<file path="src/rtl/pla_eval_pipe.sv">
// rtl/pla_eval_pipe.sv - pipelined runtime-programmable sum-of-products evaluator
module pla_eval_pipe #(
  parameter  int NUM_IN    = 8,
  parameter  int NUM_OUT   = 7,
  parameter  int NUM_TERMS = 32,
  localparam int AW        = $clog2(NUM_TERMS),
  localparam int CW        = 2*NUM_IN + NUM_OUT + 1
) (
  input  logic               clk,
  input  logic               rst,
  input  logic               cfg_we,
  input  logic [AW-1:0]      cfg_addr,
  input  logic [CW-1:0]      cfg_data,
  output logic               cfg_busy,
  output logic               cfg_err,
  input  logic               in_valid,
  output logic               in_ready,
  input  logic [NUM_IN-1:0]  in_data,
  output logic               out_valid,
  input  logic               out_ready,
  output logic [NUM_OUT-1:0] out_data,
  output logic [15:0]        out_count
);

  // Cube table: one AND-plane mask/value pair, OR-plane row and enable per slot.
  logic [NUM_IN-1:0]    mask_q [NUM_TERMS];
  logic [NUM_IN-1:0]    val_q  [NUM_TERMS];
  logic [NUM_OUT-1:0]   or_q   [NUM_TERMS];
  logic [NUM_TERMS-1:0] en_q;

  // Pipeline state.
  logic               s1_valid_q, s1_valid_d;
  logic [NUM_IN-1:0]  s1_data_q,  s1_data_d;
  logic               s2_valid_q, s2_valid_d;
  logic [NUM_OUT-1:0] s2_data_q,  s2_data_d;
  logic [15:0]        count_q,    count_d;
  logic               err_q,      err_d;

  // Handshake and config decode.
  logic               advance;
  logic               accept;
  logic               s1_move;
  logic               out_fire;
  logic               addr_ok;
  logic               cfg_do;
  logic [NUM_OUT-1:0] sop;

  logic [NUM_IN-1:0]  cfg_mask;
  logic [NUM_IN-1:0]  cfg_val;
  logic [NUM_OUT-1:0] cfg_or;
  logic               cfg_en;

  // Config word layout, LSB first: mask, val, or_bits, en.
  assign cfg_mask = cfg_data[NUM_IN-1:0];
  assign cfg_val  = cfg_data[2*NUM_IN-1:NUM_IN];
  assign cfg_or   = cfg_data[2*NUM_IN+NUM_OUT-1:2*NUM_IN];
  assign cfg_en   = cfg_data[CW-1];

  // S2 drains whenever it is empty or the consumer takes its result.
  assign advance  = !s2_valid_q || out_ready;
  assign in_ready = !s1_valid_q || advance;
  assign accept   = in_valid && in_ready;
  assign s1_move  = s1_valid_q && advance;
  assign out_fire = s2_valid_q && out_ready;

  // Table is only written with an empty pipeline, so every in-flight vector
  // sees one consistent table image. Address widened by one bit so that
  // non power-of-two slot counts can be range-checked.
  assign cfg_busy = s1_valid_q || s2_valid_q;
  assign addr_ok  = ({1'b0, cfg_addr} < (AW+1)'(NUM_TERMS));
  assign cfg_do   = cfg_we && !cfg_busy && addr_ok;

  assign out_valid = s2_valid_q;
  assign out_data  = s2_data_q;
  assign out_count = count_q;
  assign cfg_err   = err_q;

  // Sum-of-products over the S1 vector: OR together rows of all matching cubes.
  always_comb begin
    sop = '0;
    for (int t = 0; t < NUM_TERMS; t++) begin
      if (en_q[t] && (((s1_data_q ^ val_q[t]) & mask_q[t]) == '0)) begin
        sop = sop | or_q[t];
      end
    end
  end

  // Next-state for both pipeline stages, the output counter and the error pulse.
  always_comb begin
    s1_valid_d = s1_valid_q;
    s1_data_d  = s1_data_q;
    s2_valid_d = s2_valid_q;
    s2_data_d  = s2_data_q;
    count_d    = count_q;
    err_d      = cfg_we && !cfg_do;

    if (accept) begin
      s1_valid_d = 1'b1;
      s1_data_d  = in_data;
    end else if (s1_move) begin
      s1_valid_d = 1'b0;
    end

    // When S2 may advance it takes whatever S1 holds (possibly a bubble),
    // which also covers the same-cycle drain-and-reload case.
    if (advance) begin
      s2_valid_d = s1_valid_q;
    end
    if (s1_move) begin
      s2_data_d = sop;
    end

    if (out_fire) begin
      count_d = count_q + 16'd1;
    end
  end

  // Pipeline, counter and error registers.
  always_ff @(posedge clk) begin
    if (rst) begin
      s1_valid_q <= 1'b0;
      s1_data_q  <= '0;
      s2_valid_q <= 1'b0;
      s2_data_q  <= '0;
      count_q    <= '0;
      err_q      <= 1'b0;
    end else begin
      s1_valid_q <= s1_valid_d;
      s1_data_q  <= s1_data_d;
      s2_valid_q <= s2_valid_d;
      s2_data_q  <= s2_data_d;
      count_q    <= count_d;
      err_q      <= err_d;
    end
  end

  // Term table storage; reset leaves every slot disabled and zeroed.
  always_ff @(posedge clk) begin
    if (rst) begin
      for (int t = 0; t < NUM_TERMS; t++) begin
        mask_q[t] <= '0;
        val_q[t]  <= '0;
        or_q[t]   <= '0;
      end
      en_q <= '0;
    end else if (cfg_do) begin
      mask_q[cfg_addr] <= cfg_mask;
      val_q[cfg_addr]  <= cfg_val;
      or_q[cfg_addr]   <= cfg_or;
      en_q[cfg_addr]   <= cfg_en;
    end
  end

endmodule

</file>
<file path="config.mk">
export PLATFORM = sky130hd
export DESIGN_NAME = pla_eval_pipe
export DESIGN_NICKNAME = d
export VERILOG_FILES = /design/src/rtl/pla_eval_pipe.sv
export SDC_FILE = /design/constraint.sdc
export NUM_CORES = 1
export LEC_CHECK = 0
export CAP_MARGIN = 40
export CORE_ASPECT_RATIO = 1.1
export CORE_MARGIN = 1
export CORE_UTILIZATION = 62
export CTS_BUF_LIST = sky130_fd_sc_hd__clkbuf_16
export DETAILED_ROUTE_END_ITERATION = 8
export PLACE_DENSITY = 0.89
export SLEW_MARGIN = 20
export SYNTH_ARGS = -nofsm -noshare
export SYNTH_HDL_FRONTEND = slang
export SYNTH_SLANG_ARGS = --single-unit
export TNS_END_PERCENT = 20
</file>
<file path="constraint.sdc">
create_clock -name clk -period 3.1 [get_ports clk]
set_input_delay 0.465 -clock clk [delete_from_list [all_inputs] [get_ports clk]]
set_output_delay 0.465 -clock clk [all_outputs]
set_load 0.02 [all_outputs]
</file>
==> results.toml <==
[timing]
clock_skew_ns = 0.01671
slew_headroom_pct = 48.74
drv_slew = 0
layout_setup_ws_ns = -0.008656
setup_viol = 1
fin_tns_setup_ns = -0.008656
rsz0062_at_grt = "no"
post-route-min-period_ns = 3.109
max_freq_ghz = 0.3217
finalHoldViolCount = 0
fin_crit_sh_pct = 100.3
worstMarginPinSlew_ns = 0.7689

[clocking]
cts_buffer_depth = 3
ctsRootBufferMaster = "clkbuf_16"
clk_latency_ns = 0.63
h-tree-depth = 3
numCtsBuffers = 76
cts.sinks = 802
cts_tree = "built"
post_cts_buffers = 0
cts_hold_repair.buffers = 0
cts_resized = 0
clk_pin_slew_ns = 0.06

[setup_path]
crit_path_end_kind = "flop"
crit_type = "flop to flop"
cp_max_fo = 12
r2r_slack_ns = -0.009
cp.required_ns = 3.57
reg2reg_depth = 8
rr_startpoint = "s1_data_q[0]"
worstSetupStartpointType = "flop"
r2r_end = "out_data[2]"
worstPathArrival_ns = 3.58

[floorplan]
die_w_um = 230.3
die_area_um2 = 58300
ioPinCount = 69
rows = 91
start_util_pct = 63.07
die_y_um = 253.1
core-area_um2 = 56360

[pwr]
p_leak_uw = 0.01542
power_density_nw_per_um2 = 565.4
peakVddDrop_mv = 0.6177

[grt]
grtUsageTotal_pct = 33.60
antenna_found_initial = 5
grt_pass1_wl_um = 140900
first_global_vias = 22320
gr-total-overflow = 0
grt_max_degree = 43

[yosys]
ys_seq_area_share_pct = 65.89
ys_ff_latch = 802
synth_nets = 2690
synth_area_per_cell_um2 = 13.43
async_flop_share_pct = 0
synth_cell_types = 60
synth_edf_count = 736
synth_warnings = 0
syn_area_um2 = 35550
synthCells = 2647
synth_ff_type = "edfxtp_1"

[finish]
final_area_um2 = 39660
nNetsFinal = 2757
final_common_cell = "and2_1"
areaGrowthSynthToFinish_pct = 11.56
final_cell_mix = "and2_1, edfxtp_1, xor2_1"
final_layout_size_suffix_gt1_share_pct = 9.838

[placement]
dp_hpwl_um = 60120
dpl_cell_area_um2 = 37370
place.gp.congestion = 1.012
port_buffers = 68

[hold_path]
min_from = "rst"
min_to = "en_q[16]"
holdCritPathClass = "primary input to flop"
holdPathStages = 2

[drt]
first_pass_iters = 9
wl_per_cell_um = 27.56
drc = 0
avgViaCountPerCell = 6.390
routed-via-count = 22490
drt_wl_total_um = 97020
drt_iter0_drc = 3074
ant_nets = 0

[outcome]
status = "finished, violations left"
violations = "negative setup slack"

[run]
drv_cap = 0
-- state kept, by name (all words and copies together), names as in the netlist --
register	cells
out_valid	1
s1_valid_q	1
cfg_err	1
out_data	7
s1_data_q	8
out_count	16
en_q	32
val_q	256
or_q	224
mask_q	256
-- synth_stat cells (all sizes together), types with 12 or more instances --
master	n	share of area (%)
clkbuf	165	1.8
a22oi	87	1.8
a222oi	37	1.0
nand3	26	0.37
xor2	263	6.5
a21oi	38	0.53
dfxtp	66	3.7
edfxtp	736	62
and4	29	0.72
inv	22	0.23
buf	51	1.5
a221oi	18	0.44
and3	12	0.21
a21boi	13	0.27
a21o	16	0.34
nor2	63	0.67
o21ai	26	0.37
and2	746	13
nand2	75	0.79
nor3	25	0.35
a22o	31	0.76
-- routing by layer --
metal	routed length, um	global-route usage [%]	share of wire (%)
met3	10850	6.273	11
met5	60	0	0.062
met4	5697	19.13	5.9
met2	47220	55.64	49
met1	33180	41.67	34
-- stage by stage --
stage / std cells / power [uW] / utilization, % / hold WS, ns / setup slack (ns)
floorplan: 2647 / 13300 / - / 0.4325 / 0.4685
global placement: 3377 / 13870 / 66.26 / 0.4512 / 0.1162
detailed placement: 3380 / 13940 / 66.31 / 0.4627 / 0.1085
CTS: 3519 / 22410 / 70.36 / 0.2623 / 0.1122
global route: 3520 / 22910 / 70.37 / 0.2994 / 0.02231
finish: 3520 / 22420 / 70.37 / 0.3017 / -0.008656
-- critical path: stages (launching register included) --
cell	delay [ns]
dfxtp_2	0.66
buf_12	0.24
xor2_1	0.17
a22oi_1	0.09
and4_1	0.42
a22oi_1	0.40
nand2_1	0.23
nor4_1	0.54
a311oi_1	0.17
-- where the power goes --
group          internal [uW]  switching (uW)  total [uW]
clock network           4720            3940        8670
logic                    425             929        1350
registers              12200             196       12400
total                  17400            5070       22400
-- area by class of cell --
cell class,instances,area (um^2)
inverters,22,82.58
fillers,3583,16700
multi-input cells,1607,10960
flip-flops and latches,802,23430
repair buffers,205,1971
well taps,744,930.9
clock inverters,61,331.6
diodes,1,2.502
clock buffers,78,1952
-- cells by family (layout without fill, tap and decap cells) --
kind of cell,after synthesis,after routing,synth area share (%)
and+or+nand+nor,1027,1027,17.19
xor gates and xnor gates,269,269,6.627
AOI/OAI and AO/OA,303,303,6.564
other,0,1,0
DFF,802,802,65.89
adders and majority gates,1,1,0.03519
buffers and inverters,238,366,3.502
muxes,7,7,0.1971
-- worst max-delay path by stage --
stage                          endpoint  slack [ns]  cells after the start          from
after floorplan           mask_q[29][0]        0.47                      4     out_valid
after global placement      out_data[2]        0.12                      8  s1_data_q[0]
after detailed placement    out_data[2]        0.11                      8  s1_data_q[0]
after CTS                   out_data[2]        0.11                      8  s1_data_q[0]
after global routing        out_data[2]        0.02                      8  s1_data_q[0]
final                       out_data[2]      -0.009                      8  s1_data_q[0]
Power figures use the tool's default switching activity.
